`config.mk`:
```
export PLATFORM = sky130hd
export DESIGN_NAME = cic_interpolator
export DESIGN_NICKNAME = d
export VERILOG_FILES = /design/src/rtl/cic_interpolator.sv
export SDC_FILE = /design/constraint.sdc
export NUM_CORES = 1
export LEC_CHECK = 0
export BUFFER_PORTS_ARGS = -buffer_cell sky130_fd_sc_hd__buf_2
export CORE_MARGIN = 2
export CORE_UTILIZATION = 30
export DETAILED_ROUTE_END_ITERATION = 16
export GPL_TIMING_DRIVEN = 0
export PLACE_DENSITY = 0.52
export SLEW_MARGIN = 40
export SYNTH_ARGS = -nofsm -noshare
export SYNTH_HDL_FRONTEND = slang
export SYNTH_SLANG_ARGS = --single-unit
```
`constraint.sdc`:
```
create_clock -name clk -period 12.85 [get_ports clk]
set_input_delay 3.2125 -clock clk [delete_from_list [all_inputs] [get_ports clk]]
set_output_delay 3.2125 -clock clk [all_outputs]
set_load 0.05 [all_outputs]
```
`src/rtl/cic_interpolator.sv`:
```
// Three-stage CIC interpolator: takes one low-rate sample per R clocks and emits one sample every clk.
// Latency: a sample accepted at edge t first reaches data_out after edge t+5.
// Backpressure: none on the output. in_ready opens one cycle in R; a missed slot repeats the last sample and pulses underrun.
//
// Ports:
//   clk        system clock, equal to the output sample rate
//   reset_n    asynchronous active-low reset
//   os_sel     rate select, R = 2^(os_sel+1) (2..256); a change restarts the filter
//   data_in    signed low-rate input sample
//   in_valid   data_in valid (only looked at in slot cycles)
//   in_ready   block wants a sample this cycle (phase 0)
//   data_out   signed interpolated sample, registered, saturated to DW bits
//   out_valid  data_out carries filtered data
//   underrun   one-cycle pulse in a slot where no sample was offered
module cic_interpolator #(
    parameter int DW = 16
) (
    input  logic          clk,
    input  logic          reset_n,
    input  logic [2:0]    os_sel,
    input  logic [DW-1:0] data_in,
    input  logic          in_valid,
    output logic          in_ready,
    output logic [DW-1:0] data_out,
    output logic          out_valid,
    output logic          underrun
);

    // Accumulator width: three integrators of gain up to 256 each need 24 guard bits.
    localparam int W = DW + 24;

    // ------------------------------------------------------------------
    // State
    // ------------------------------------------------------------------
    logic [7:0]    r_ph;          // phase within one low-rate period
    logic          r_started;     // set by the first accepted sample
    logic [2:0]    r_os;          // shadow of os_sel the filter is running with
    logic [W-1:0]  r_x;           // last accepted sample, sign-extended
    logic          r_ld;          // r_x must be pushed through the combs this cycle
    logic [W-1:0]  r_d0;
    logic [W-1:0]  r_d1;
    logic [W-1:0]  r_d2;
    logic [W-1:0]  r_up;          // zero-stuffed comb output
    logic [W-1:0]  r_i1;
    logic [W-1:0]  r_i2;
    logic [W-1:0]  r_i3;
    logic [4:0]    r_vsr;         // tracks how far the first sample has travelled
    logic          r_out_valid;
    logic [DW-1:0] r_data_out;

    // ------------------------------------------------------------------
    // Combinational control
    // ------------------------------------------------------------------
    logic [7:0]    w_mask;
    logic [7:0]    w_ph_nxt;
    logic          w_restart;
    logic          w_ph_zero;
    logic          w_accept;
    logic          w_slot;
    logic          w_underrun;
    logic          w_run;

    // R-1 as a bit mask; R is always a power of two so wrapping is a mask.
    assign w_mask     = 8'hFF >> (3'd7 - r_os);

    // Any difference between the live select and the shadow restarts the
    // filter on the next edge; it takes priority over a sample in the same cycle.
    assign w_restart  = (os_sel != r_os);

    assign w_ph_zero  = (r_ph == 8'd0);
    assign w_accept   = in_valid & w_ph_zero & ~w_restart;
    assign w_slot     = w_ph_zero & r_started;
    assign w_underrun = w_slot & ~in_valid & ~w_restart;

    // The phase starts moving on the edge that takes the first sample.
    assign w_run      = r_started | w_accept;
    assign w_ph_nxt   = w_run ? ((r_ph + 8'd1) & w_mask) : 8'd0;

    assign in_ready   = reset_n & w_ph_zero;
    assign underrun   = w_underrun;

    // ------------------------------------------------------------------
    // Phase, start flag and rate shadow
    // ------------------------------------------------------------------
    always_ff @(posedge clk or negedge reset_n) begin
        if (!reset_n) begin
            r_ph      <= 8'd0;
            r_started <= 1'b0;
            r_os      <= 3'd0;
        end else if (w_restart) begin
            r_ph      <= 8'd0;
            r_started <= 1'b0;
            r_os      <= os_sel;
        end else begin
            r_ph      <= w_ph_nxt;
            if (w_accept) begin
                r_started <= 1'b1;
            end
        end
    end

    // ------------------------------------------------------------------
    // Comb section (low rate) and zero-stuffing
    // ------------------------------------------------------------------
    logic [W-1:0] w_x_ext;
    logic [W-1:0] w_c0;
    logic [W-1:0] w_c1;
    logic [W-1:0] w_c2;
    logic [W-1:0] w_c3;

    assign w_x_ext = {{(W-DW){data_in[DW-1]}}, data_in};

    // The sample is registered first so the subtractor chain starts at a flop.
    assign w_c0 = r_x;
    assign w_c1 = w_c0 - r_d0;
    assign w_c2 = w_c1 - r_d1;
    assign w_c3 = w_c2 - r_d2;

    always_ff @(posedge clk or negedge reset_n) begin
        if (!reset_n) begin
            r_x  <= '0;
            r_ld <= 1'b0;
            r_d0 <= '0;
            r_d1 <= '0;
            r_d2 <= '0;
            r_up <= '0;
        end else if (w_restart) begin
            r_x  <= '0;
            r_ld <= 1'b0;
            r_d0 <= '0;
            r_d1 <= '0;
            r_d2 <= '0;
            r_up <= '0;
        end else begin
            // An underrun slot leaves r_x alone, so the previous sample repeats.
            r_ld <= w_accept | w_underrun;
            if (w_accept) begin
                r_x <= w_x_ext;
            end
            if (r_ld) begin
                r_d0 <= w_c0;
                r_d1 <= w_c1;
                r_d2 <= w_c2;
                r_up <= w_c3;
            end else begin
                r_up <= '0;
            end
        end
    end

    // ------------------------------------------------------------------
    // Integrators (high rate). Wrap-around is part of how a CIC works:
    // the combs cancel the overflow, so these must stay plain modular adders.
    // ------------------------------------------------------------------
    always_ff @(posedge clk or negedge reset_n) begin
        if (!reset_n) begin
            r_i1 <= '0;
            r_i2 <= '0;
            r_i3 <= '0;
        end else if (w_restart) begin
            r_i1 <= '0;
            r_i2 <= '0;
            r_i3 <= '0;
        end else begin
            r_i1 <= r_i1 + r_up;
            r_i2 <= r_i2 + r_i1;
            r_i3 <= r_i3 + r_i2;
        end
    end

    // ------------------------------------------------------------------
    // Output scaling and saturation
    // ------------------------------------------------------------------
    logic [4:0]    w_shift;
    logic [W-1:0]  w_sh;
    logic [W-DW:0] w_top;
    logic          w_fits;
    logic [DW-1:0] w_sat;

    // DC gain of the filter is R^2, so shifting by 2*log2(R) normalises it.
    assign w_shift = {1'b0, r_os, 1'b0} + 5'd2;
    assign w_sh    = $signed(r_i3) >>> w_shift;

    // The value fits in DW bits when every bit above the DW-1 sign bit matches it.
    assign w_top   = w_sh[W-1:DW-1];
    assign w_fits  = (&w_top) | ~(|w_top);

    always_comb begin
        w_sat = w_sh[DW-1:0];
        if (!w_fits) begin
            w_sat = w_sh[W-1] ? {1'b1, {(DW-1){1'b0}}} : {1'b0, {(DW-1){1'b1}}};
        end
    end

    always_ff @(posedge clk or negedge reset_n) begin
        if (!reset_n) begin
            r_data_out  <= '0;
            r_vsr       <= '0;
            r_out_valid <= 1'b0;
        end else if (w_restart) begin
            r_data_out  <= '0;
            r_vsr       <= '0;
            r_out_valid <= 1'b0;
        end else begin
            r_data_out  <= w_sat;
            // w_run stays high once started, so out_valid holds until reset/restart.
            r_vsr       <= {r_vsr[3:0], w_run};
            r_out_valid <= r_vsr[4];
        end
    end

    assign data_out  = r_data_out;
    assign out_valid = r_out_valid;

endmodule

```
Word level (Yosys, flattened, before mapping). Cells that the tools add are included.

Add/sub/neg operators: 9. $mul: 0. Divide/modulo/power cells: 0. Order comparisons: 0. Eq/ne operators: 1. Shift-type cells: 2. Multiplexer cells: 23. Bitwise operators: 13. Reduce and logical (&&, ||, !) cells: 5.

Operators with widths (number): two-way mux 40 bit (13); adder 40 bit (3); subtractor 40 bit (3); two-way mux 16 bit (3); >>> shifter 40 x 5 -> 40 bit (1); AND reduction 25 bit (1); OR reduction 25 bit (1); two-way mux 8 bit (2); adder 8 x 1 -> 8 bit (second input constant) (1); bitwise AND 8 bit (1); zero test 8 bit (1); >> shifter 8 x 3 -> 8 bit (first input constant) (1); bitwise AND 1 bit (6); adder 4 x 2 -> 5 bit (second input constant) (1); two-way mux 5 bit (1); two-way mux 1 bit (4); nonzero test 2 bit (2); inequality test 3 bit (1); NOT 1 bit (3); OR 1 bit (3); subtractor 3 bit (first input constant) (1).

Flip-flop bits (word level): 355. Latch bits: 0. Memory bits (writable): 0. Memory bits (read-only): 0. Input bits: 22. Output and inout bits: 19. Word-level logic and storage cells: 68. Memories: 0.

Longest topological paths before layout. Gate-level depths: netlist of run 1.

Word-level depth: 7. Mapped depth: 35. Depth with buffers taken out: 35.

Worst setup path before layout of run 1. No wires, ideal clock.

Kind: in2out. From: input os_sel[2]. To: output underrun. Arrival: 4.259 ns. Required time: 9.637 ns. Path slack: 5.378 ns. Cell stages on the path: 4. Path buffers: 1. Cells stage by stage: xnor2_1 and3_1 clkbuf_1 and4b_1.

Cells in the longest elaborated chain, start to end: 3.

Ends and longest elaborated chain: start, declared (line 20) `input logic [2:0] os_sel,`; inequality test 3 bit (line 68) `assign w_restart = (os_sel != r_os);`; NOT 1 bit (line 73) `assign w_underrun = w_slot & ~in_valid & ~w_restart;`; bitwise AND 1 bit (line 73); end, declared (line 26) `output logic underrun`.

Every way passes these cells.

Worst setup path in the final report of run 1.
From: register r_x[0]. To: register r_up[39].

Cells in the longest elaborated chain, start to end: 5.

Ends and longest elaborated chain: start, declared (line 38) `logic [W-1:0] r_x;`; start signal, assigned (line 138) `r_x <= w_x_ext;`; subtractor 40 bit (line 115) `assign w_c1 = w_c0 - r_d0;`; subtractor 40 bit (line 116) `assign w_c2 = w_c1 - r_d1;`; subtractor 40 bit (line 117) `assign w_c3 = w_c2 - r_d2;`; two-way mux 40 bit (line 140) `if (r_ld) begin`; two-way mux 40 bit (line 127) `end else if (w_restart) begin`; end signal, assigned (line 144) `r_up <= w_c3;`; end, declared (line 43) `logic [W-1:0] r_up;`.

Every way passes these cells. A chain may end at the register's enable or synchronous reset.

==> impl_summary.txt, run 1 <==
----------------------------------------------------
[Run status]
  Run status ... finished, final reports clean

[CTS]
  H-tree level count ... 2
  Clk Tree Root Cell ... clkbuf_16
  Number of buffers added by the clock tree synthesis step ... 37
  Worst-case clock buffer depth ... 3
  Clock tree from TritonCTS ... built
  Post-CTS setup buffer count ... 0
  Clock sink total ... 307
  Clock latency on the worst-skew pair ... 0.56 ns
  Post-CTS clock slew at the launch and capture registers of the worst setup and hold paths ... 0.06 ns
  CTS Hold Bufs ... 0
  Post-cts resize count ... 0

[Worst hold path]
  Kind of path behind the tightest hold check ... flip-flop to flip-flop
  Cell depth of the worst min-delay path ... 1
  End of the worst hold path ... r_vsr[4]
  Min-delay src ... r_vsr[3]

[Timing]
  Share of the clock period used by the worst path ... 0.666
  Clock skew ... 0.0149 ns
  Worst rel slew slack ... 0.404
  Shortest clock period the worst path allows after layout ... 8.55 ns
  Final number of hold-violating endpoints ... 0
  Max Slew Vio Count ... 0
  Fmax achieved ... 117 MHz
  Setup repair after global routing missed its margin ... false
  Endpoints failing setup ... 0
  Slew of the pin with the lowest slew margin ... 0.894 ns
  Total negative setup slack ... 0 ns

[Detailed routing]
  DR pass1 iterations ... 5
  Count of vias placed by the detailed router ... 18,800
  Post-detailed-route count of antenna-violating nets ... 0
  Initial detailed-routing violation count ... 1,064
  Total DRC errors in the routed layout ... 0
  Max layer used ... met4
  Met2 wire length ... 29.8 mm
  Wire length per cell after detailed routing ... 16.7 µm
  Sum of routed wire length over all layers ... 62.7 mm
  Routed via count divided by cell count ... 5.02
  Routed length on met1 ... 29.2 mm
  Routed wire length on met3 ... 2.20 mm

[Global routing]
  Total routing usage reported by global routing ... 0.159
  Total grt overflow ... 0
  Number of antenna violations at the first check in global routing ... 1
  Maximum number of pins on one net before global-route repair ... 72
  First-pass GRT wire length ... 101 mm
  Vias in the first global route ... 18,300

[Synthesis]
  Async SR Flop Fraction ... 1.00
  Multiplexer fraction of the synthesized cell area ... 0.0666
  Yosys warning total ... 0
  Simple-Gate Fraction of Synth Area ... 0.153
  Number of enable-type register cells in the synthesized netlist ... 0
  Compound-gate portion of the synthesized area ... 0.211
  Dominant synthesized flop cell ... dfrtp_1
  Synth unique cells ... 79
  Fraction of the yosys area taken by sequential cells ... 0.331
  Syn nets ... 2,849
  Number of instances in the synthesized netlist ... 2,602
  Combinational family with the most area after synthesis ... compound AO/OA/AOI/OAI gates
  #FFs+latches synth ... 307
  Syn Std Cell Area ... 0.0232 mm²
  Xor/xnor cell area share of the yosys netlist ... 0.0726
  Arithmetic-cell share of the synthesized area counting full adders, half adders and majority gates ... 0.124
  Post-synthesis area per instance ... 8.91 µm²

[Placement]
  DP Wirelength ... 49.5 mm
  Buffers on Ports ... 40
  Global placement routability congestion ... 0.901

[Setup path]
  Worst reg-to-reg setup slack ... 4.30 ns
  Arrival time of the worst setup path ... 8.98 ns
  Cell count of the worst reg-to-reg path ... 32
  Reg-to-Reg Start ... r_x[0]
  Kind of end point of the critical path ... flip-flop
  Critical setup path kind ... flip-flop to flip-flop
  Category of the worst setup path launch point ... flip-flop
  Critical Path Max Stage Delay ... 0.80 ns
  Reg-to-reg critical path endpoint ... r_up[39]
  CP max FO ... 10
  Required time of the critical path ... 13.27 ns
  CP max-delay cell ... o41ai_2

[Power]
  Leakage power figure ... 12.0 nW
  Internal ... 0.00243 W
  Part of the power in the clock network ... 0.274
  Peak supply drop ... 0.000148 V
  Share of power burned in registers ... 0.239
  Post-route total power ... 0.00413 W
  Share of power burned in combinational logic ... 0.487
  PD cells ... 158 mW/mm²
  Psw ... 0.00170 W
  Net switching fraction of the power ... 0.412

[Floorplanning]
  Vertical extent of the die ... 282 µm
  Placement Rows ... 101
  Initial cell density of the core ... 0.304
  Io pins ... 41
  Full die area ... 0.0795 mm²
  Die extent in x ... 282 µm
  Core area ... 0.0762 mm²

[Layout]
  Most frequent cells in the layout ... 308 x nor2_1, 307 x dfrtp_1, 217 x ha_1, 203 x a21oi_1, 182 x nand2_1
  Final core area utilization ... 0.343
  Layout Area Growth over Synthesis ... 12.8%
  Net count of the finished layout ... 2,933
  Fraction of layout instances using a drive strength above 1 ... 0.0748
  Multi-input gate area in the final layout ... 0.0145 mm²
  Register Area ... 0.00768 mm²
  Fillcell total ... 8,020
  Most common cell after layout, fill and taps aside ... nor2_1

[Flow run]
  Number of maximum-capacitance constraint violations ... 0

----------------------------------------------------
==> per-layer routing <==
metal / GRT usage / up-vias
li1: - / 9535
met1: 0.208 / 8865
met2: 0.273 / 305
met3: 0.0220 / 95
met4: 0.0398 / 0
met5: 0 / -
==> state kept, by name (all words and copies together) (netlist names), 40 cells and up <==
register,flops
r_d1,40
r_i1,40
r_up,40
r_d2,40
r_i3,40
r_i2,40
==> power by group through the flow <==
stage | clock network [W] | registers (W) | logic [W]
2_1_floorplan | 0 | 0.00102 | 0.00141
3_3_place_gp | 0 | 0.00100 | 0.00200
5_1_grt | 0.00121 | 0.000986 | 0.00220
4_1_cts | 0.00117 | 0.000985 | 0.00201
3_5_place_dp | 0 | 0.00100 | 0.00201
6_report | 0.00113 | 0.000985 | 0.00201
==> Yosys cell counts (23+ instances only) <==
cell / n / share of area
nand3_1: 46 / 0.0099
nor2b_1: 23 / 0.0062
nand2b_1: 29 / 0.0078
xnor2_1: 102 / 0.039
dfrtp_1: 307 / 0.33
nor2_1: 308 / 0.050
nand4_1: 27 / 0.0073
a22o_1: 34 / 0.013
mux4_2: 24 / 0.023
a21o_1: 118 / 0.038
mux2i_1: 89 / 0.038
nand2_1: 182 / 0.029
a31oi_1: 26 / 0.0070
xor2_1: 90 / 0.034
o21ai_0: 135 / 0.029
o21a_1: 30 / 0.0097
a211oi_1: 25 / 0.0081
and3_1: 23 / 0.0062
clkbuf_1: 74 / 0.012
inv_1: 151 / 0.024
o21bai_1: 24 / 0.0078
nor3_1: 37 / 0.0080
ha_1: 217 / 0.12
a21oi_1: 204 / 0.044
and2_1: 32 / 0.0086
==> kinds of logic after synthesis <==
| family | Yosys count |
|---|---|
| fa+ha+maj | 225 |
| compound gates | 739 |
| flops | 307 |
| mux | 123 |
| simple gates | 769 |
| xor+xnor | 192 |
| buf+inv | 247 |
==> critical path: cells and delay by family (launching register included) <==
kind,cells,cell delay (ns)
flip-flops,1,0.37
AND/OR/NAND/NOR,10,1.96
XOR/XNOR,3,0.65
buffers and inverters,2,0.46
adder cells (fa/ha/maj),4,1.44
AO/OA/AOI/OAI,13,3.49
==> layout make-up <==
class                   instances  share of cell area
multi-input cells            2048               0.557
flip-flops and latches        307               0.294
well taps                    1030              0.0493
clock buffers                  56              0.0440
inverters                     152              0.0218
plain buffers                  95              0.0153
repair buffers                 45              0.0130
clock inverters                10             0.00603
diodes                          2            0.000191
==> worst max path at each step <==
stage | end | slack [ns] | cells past startpoint | from
floorplan | underrun | 5.38 | 4 | os_sel[2]
global placement | in_ready | 0.10 | 3 | reset_n
detailed placement | r_up[39] | 4.40 | 32 | r_x[0]
CTS | r_up[39] | 4.31 | 32 | r_x[0]
global route | r_up[39] | 3.62 | 35 | r_x[0]
finish | r_up[39] | 4.30 | 32 | r_x[0]
==> through the flow <==
step	instance area, µm²	worst slack (ns)	hold slack, ns	std cells
after floorplan	23200	5.38	0.428	2602
after global placement	24700	0.104	0.432	3672
after detailed placement	24800	4.40	0.435	3677
after CTS	26100	4.31	0.449	3743
after global routing	26100	3.62	0.471	3743
final	26100	4.30	0.446	3745
No activity file was read; power rests on OpenSTA's default activity.
==> run 2: changes to the inputs <==
clock period = 8.6 ns   (was 12.85 ns; I/O delays follow)
==> run 2 against run 1 <==
Net effect:
- first-iteration DRC count shrank 2.3%
- sequential cell count is the same
- total power is 50% higher
- global-route usage did not move
- combinational power increased by 51%
- clock skew is 0.00099 ns lower
- die area unchanged
- clock power is 50% higher
- critical path type unchanged
- largest power group unchanged
==> impl_summary.txt, run 2 (synthesis gave the netlist of run 1 again) <==
----------------------------------------------------
[Run status]
  Run status ... finished, final reports clean

[Setup path]
  CP max FO ... 6 (-4)
  Cell type with the highest occurrence count on the critical path ... a21oi_1
  Required time of the critical path ... 9.01 ns (-4.26 ns)
  CP max-delay cell ... fa_1
  Category of the worst setup path launch point ... flip-flop
  Critical Path Max Stage Delay ... 0.47 ns (-0.33 ns)
  Kind of end point of the critical path ... flip-flop
  Critical setup path kind ... flip-flop to flip-flop
  Arrival time of the worst setup path ... 8.46 ns (-0.52 ns)

[Detailed routing]
  Routed via count divided by cell count ... 5.03 (+0.11%)
  Total DRC errors in the routed layout ... 0 (unchanged)
  Initial detailed-routing violation count ... 1,040 (-2.3%)
  DR pass1 iterations ... 5 (unchanged)
  Post-detailed-route count of antenna-violating nets ... 0 (unchanged)
  Count of vias placed by the detailed router ... 18,800 (+0.11%)
  Wire length per cell after detailed routing ... 16.8 µm (+0.17%)
  Sum of routed wire length over all layers ... 62.8 mm (+0.17%)

[Layout]
  Fraction of layout instances using a drive strength above 1 ... 0.0774 (+0.00258)
  Net count of the finished layout ... 2,933 (unchanged)
  Most common cell after layout, fill and taps aside ... nor2_1
  Number of standard cells in the final layout excluding fillers ... 3,745 (unchanged)
  Final core area utilization ... 0.344 (+0.000591)
  Layout Area Growth over Synthesis ... 13.0%
  Most frequent cells in the layout ... 308 x nor2_1, 307 x dfrtp_1, 217 x ha_1, 201 x a21oi_1, 182 x nand2_1
  Fillcell total ... 8,012 (-0.10%)

[CTS]
  Number of buffers added by the clock tree synthesis step ... 37 (unchanged)
  Post-CTS clock slew at the launch and capture registers of the worst setup and hold paths ... 0.06 ns (about the same)
  Clock latency on the worst-skew pair ... 0.56 ns (about the same)
  Clock sink total ... 307 (unchanged)
  CTS Hold Bufs ... 0 (unchanged)
  H-tree level count ... 2 (unchanged)
  Worst-case clock buffer depth ... 3 (unchanged)
  Clk Tree Root Cell ... clkbuf_16
  Clock tree from TritonCTS ... built

[Timing]
  Share of the clock period used by the worst path ... 0.936 (+0.270)
  Worst rel slew slack ... 0.408 (+0.00380)
  Setup slack after layout ... 0.551 ns (-3.74 ns)
  Shortest clock period the worst path allows after layout ... 8.05 ns (-0.506 ns)
  Fmax achieved ... 124 MHz (+6.3%)
  Final worst hold slack ... 0.446 ns (-0.00000400 ns)
  Final number of hold-violating endpoints ... 0 (unchanged)
  Slew of the pin with the lowest slew margin ... 0.888 ns (-0.00571 ns)
  Setup repair after global routing missed its margin ... false
  Clock skew ... 0.0139 ns (-0.000991 ns)
  Max Slew Vio Count ... 0 (unchanged)
  Endpoints failing setup ... 0 (unchanged)

[Placement]
  Worst setup timing slack at the placement stage ... 0.152 ns (-4.25 ns)
  DP Wirelength ... 49.5 mm (unchanged)
  Global placement routability congestion ... 0.901 (unchanged)
  Buffers on Ports ... 40 (unchanged)
  Cells after DPL ... 3,677 (unchanged)

[Power]
  PD cells ... 237 mW/mm² (+50%)
  Leakage power figure ... 12.0 nW (+0.14%)
  Peak supply drop ... 0.000222 V (+49%)
  Post-route total power ... 0.00619 W (+50%)

[Floorplanning]
  Core area ... 0.0762 mm² (unchanged)
  Full die area ... 0.0795 mm² (unchanged)
  Io pins ... 41 (unchanged)
  Die extent in x ... 282 µm (unchanged)
  Vertical extent of the die ... 282 µm (unchanged)
  Initial cell density of the core ... 0.304 (unchanged)
  Placement Rows ... 101 (unchanged)

[Global routing]
  Total routing usage reported by global routing ... 0.159 (unchanged)
  First-pass GRT wire length ... 101 mm (unchanged)
  Number of antenna violations at the first check in global routing ... 1 (unchanged)
  Maximum number of pins on one net before global-route repair ... 72 (unchanged)
  Total grt overflow ... 0 (unchanged)
  Vias in the first global route ... 18,300 (unchanged)

[Worst hold path]
  Kind of path behind the tightest hold check ... flip-flop to flip-flop

[Flow run]
  Number of maximum-capacitance constraint violations ... 0 (unchanged)

----------------------------------------------------
[run 2: changes by cell type in the layout (fill, tap and decap cells not counted), moves of 2 or more]
cell	previous run	this run
a21oi_1	203	201
a21oi_2	1	3
o21ai_0	135	132
o21ai_1	1	4
clkbuf_1	77	75
[run 2: timing repair]
| action | CTS | global route |
|---|---|---|
| buffers inserted | 0 | 1 |
| resized for setup | 0 | 12 |
| setup endpoints to repair | 0 | 9 |
[run 2: cell type report]
type | instances | area (µm²) | share of cell area
Multi-Input combinational cell | 2048 | 14600 | 0.557
Antenna cell | 2 | 5.00 | 0.000191
Tap cell | 1030 | 1290 | 0.0492
Clock buffer | 56 | 1150 | 0.0439
Inverter | 152 | 571 | 0.0218
Clock inverter | 10 | 158 | 0.00602
Timing Repair Buffer | 46 | 348 | 0.0133
Buffer | 94 | 397 | 0.0151
Sequential cell | 307 | 7680 | 0.293
[run 2: report_power, final]
part           switching [W]  internal [W]  leakage (nW)
clock               0.000650       0.00104         0.648
sequential        0.00000922       0.00146          4.27
combinational        0.00189       0.00114          7.12
[run 2: final timing paths]
check | start | end | slack, ns | cells after the start
worst min-delay path | r_vsr[3] | r_vsr[4] | 0.45 | 1
min in group asynchronous | reset_n | data_out[14] | 1.47 | 1
worst max register to register | r_x[0] | r_up[33] | 0.55 | 35
worst max-delay path | r_x[0] | r_up[33] | 0.55 | 35
worst min register to register | r_vsr[3] | r_vsr[4] | 0.45 | 1
max in group asynchronous | reset_n | r_started | 6.13 | 3
[run 2: per-layer routing]
metal  global-route usage  vias up  part of all wire
met2                0.273      295              0.48
met1                0.208     8891              0.47
met5                    0        -                 0
li1                     -     9543                 -
met3               0.0220       92             0.035
met4               0.0398        0             0.022
[run 2: through the flow]
step,instance area [µm²],setup TNS (ns)
floorplan,23200,0
global placement,24700,-293.72
detailed placement,24800,0
CTS,26100,0
global route,26200,0
finish,26200,0
[run 2: worst max-delay path, delay by kind of cell, from the launching register on]
kind,cells,cell delay [ns]
AOI/OAI and AO/OA,19,3.61
adders and majority gates,5,1.85
muxes,1,0.39
xor gates and xnor gates,1,0.15
buffers and inverters,2,0.10
and+or+nand+nor,7,1.40
DFF,1,0.37
==> run 3: changes to the inputs <==
CELL_PAD_IN_SITES_DETAIL_PLACEMENT = 0   (was default)
CELL_PAD_IN_SITES_GLOBAL_PLACEMENT = 2   (was default)
PLACE_DENSITY = 0.71   (was 0.52)
==> run 3 against run 2 <==
Net effect:
- clock power increased by 14%
- largest power group unchanged
- utilization rose by 0.27 points
- sequential share of layout area down 0.23 points
==> impl_summary.txt, run 3 (synthesis gave the netlist of run 1 again) <==
----------------------------------------------------
[Detailed routing]
  DR pass1 iterations ... 5 (unchanged)
  Wire length per cell after detailed routing ... 18.3 µm (+8.9%)
  Routed via count divided by cell count ... 5.05 (+0.52%)
  Post-detailed-route count of antenna-violating nets ... 0 (unchanged)
  Initial detailed-routing violation count ... 1,023 (-1.6%)
  Sum of routed wire length over all layers ... 68.5 mm (+9.1%)
  Count of vias placed by the detailed router ... 19,000 (+0.74%)
  Total DRC errors in the routed layout ... 0 (unchanged)

[CTS]
  Clock sink total ... 307 (unchanged)
  Clock latency on the worst-skew pair ... 0.59 ns (+0.03 ns)
  Worst-case clock buffer depth ... 3 (unchanged)
  CTS Hold Bufs ... 0 (unchanged)
  Clock tree from TritonCTS ... built
  Post-CTS clock slew at the launch and capture registers of the worst setup and hold paths ... 0.06 ns (about the same)
  Clk Tree Root Cell ... clkbuf_16
  H-tree level count ... 2 (unchanged)
  Number of buffers added by the clock tree synthesis step ... 42 (+14%)

[Layout]
  Final core area utilization ... 0.346 (+0.00274)
  Ant. Diodes ... 0 (-2)
  Net count of the finished layout ... 2,938 (+0.17%)
  Area of all placed cells without fillers ... 0.0264 mm² (+0.80%)
  Number of standard cells in the final layout excluding fillers ... 3,753 (+0.21%)
  Most common cell after layout, fill and taps aside ... nor2_1
  Most frequent cells in the layout ... 308 x nor2_1, 307 x dfrtp_1, 217 x ha_1, 202 x a21oi_1, 182 x nand2_1
  Fraction of layout instances using a drive strength above 1 ... 0.0815 (+0.00412)
  Layout Area Growth over Synthesis ... 13.9%

[Setup path]
  Source of the critical timing path ... r_x[0]
  Cell count of the worst reg-to-reg path ... 35 (unchanged)
  CP max FO ... 6 (unchanged)
  Critical setup path kind ... flip-flop to flip-flop
  Required time of the critical path ... 9.05 ns (+0.04 ns)
  Arrival time of the worst setup path ... 8.55 ns (+0.09 ns)
  Critical Path Max Stage Delay ... 0.48 ns (about the same)
  Kind of end point of the critical path ... flip-flop
  Category of the worst setup path launch point ... flip-flop
  CP max-delay cell ... fa_1
  Reg-to-Reg Start ... r_x[0]

[Timing]
  Setup slack after layout ... 0.500 ns (-0.0514 ns)
  Worst rel slew slack ... 0.421 (+0.0126)
  Slew of the pin with the lowest slew margin ... 0.847 ns (-0.0409 ns)
  Share of the clock period used by the worst path ... 0.942 (+0.00597)
  Final number of hold-violating endpoints ... 0 (unchanged)
  Fmax achieved ... 123 MHz (-0.64%)
  Endpoints failing setup ... 0 (unchanged)
  Setup repair after global routing missed its margin ... false
  Max Slew Vio Count ... 0 (unchanged)
  Shortest clock period the worst path allows after layout ... 8.10 ns (+0.0514 ns)
  Clock skew ... 0.0346 ns (+0.0207 ns)

[Global routing]
  Total grt overflow ... 0 (unchanged)
  First-pass GRT wire length ... 110 mm (+8.9%)
  Total routing usage reported by global routing ... 0.175 (+0.0168)
  Vias in the first global route ... 19,500 (+6.5%)
  Number of antenna violations at the first check in global routing ... 3 (+2)
  Maximum number of pins on one net before global-route repair ... 63 (-13%)

[Floorplanning]
  Placement Rows ... 101 (unchanged)
  Core area ... 0.0762 mm² (unchanged)
  Initial cell density of the core ... 0.304 (unchanged)
  Full die area ... 0.0795 mm² (unchanged)
  Io pins ... 41 (unchanged)
  Vertical extent of the die ... 282 µm (unchanged)
  Die extent in x ... 282 µm (unchanged)

[Power]
  Leakage power figure ... 12.2 nW (+0.94%)
  Peak supply drop ... 0.000261 V (+18%)
  Post-route total power ... 0.00637 W (+2.9%)
  PD cells ... 241 mW/mm² (+2.1%)

[Placement]
  Global placement routability congestion ... 0.895 (-0.66%)
  Instance area at placement ... 0.0248 mm² (about the same)
  Buffers on Ports ... 40 (unchanged)
  Cells after DPL ... 3,677 (unchanged)
  Worst setup timing slack at the placement stage ... -0.124 ns (-0.277 ns)
  DP Wirelength ... 54.7 mm (+10%)

[Worst hold path]
  Min-delay src ... r_vsr[1]
  Kind of path behind the tightest hold check ... flip-flop to flip-flop
  Cell depth of the worst min-delay path ... 1 (unchanged)

[Flow run]
  Number of maximum-capacitance constraint violations ... 0 (unchanged)

[Run status]
  Run status ... finished, final reports clean

----------------------------------------------------
==> run 3: changes by cell type in the layout (fill, tap and decap cells not counted), sizes merged <==
cell,change
diode,-2
clkbuf,+1
bufinv,+3
clkinvlp,+1
inv,+1
clkinv,+4
==> run 3: cell type report <==
class | instances | area (µm²)
fillers | 7935 | 49800
clock inverters | 19 | 292
flip-flops and latches | 307 | 7680
multi-input cells | 2048 | 14600
inverters | 152 | 571
plain buffers | 94 | 398
clock buffers | 57 | 1230
well taps | 1030 | 1290
repair buffers | 46 | 355
==> run 3: timing repair <==
| action | 4_1_cts | 5_1_grt |
|---|---|---|
| gates cloned | 0 | 0 |
| buffers inserted | 0 | 1 |
| endpoints found under the setup margin | 2 | 9 |
| pin swaps | 0 | 2 |
| resized for setup | 3 | 8 |
==> run 3: where the power goes <==
part / switching (W) / internal (W)
sequential: 0.0000107 / 0.00146
clock: 0.000715 / 0.00121
combinational: 0.00184 / 0.00114
total: 0.00256 / 0.00381
==> run 3: worst max-delay path: cells and delay by family (launching register included) <==
kind            cells  cell delay [ns]
xor+xnor            2             0.45
compound gates     18             3.64
flops               1             0.37
fa+ha+maj           5             1.88
buf+inv             2             0.11
simple gates        8             1.48
==> run 3: path summary, 6_finish.rpt <==
| path | to | slack [ns] |
|---|---|---|
| min in group asynchronous | data_out[5] | 1.50 |
| max | r_up[39] | 0.50 |
| max in group asynchronous | r_d0[5] | 5.53 |
| max reg2reg | r_up[39] | 0.50 |
| min reg2reg | r_vsr[2] | 0.45 |
| min | r_vsr[2] | 0.45 |
==> run 3: per-layer routing <==
layer	global-route usage	vias to the layer above	share of wire	wire length [µm]
met5	0	-	0	0
met2	0.313	258	0.50	34000
li1	-	9534	-	-
met3	0.0195	96	0.026	1800
met4	0.0600	0	0.032	2200
met1	0.219	9072	0.45	30500
==> run 3: through the flow <==
stage,TNS [ns],hold WS (ns)
after CTS,0,0.448
after global routing,0,0.472
final,0,0.447
after global placement,-274.92,0.428
after floorplan,0,0.428
after detailed placement,-0.207,0.435
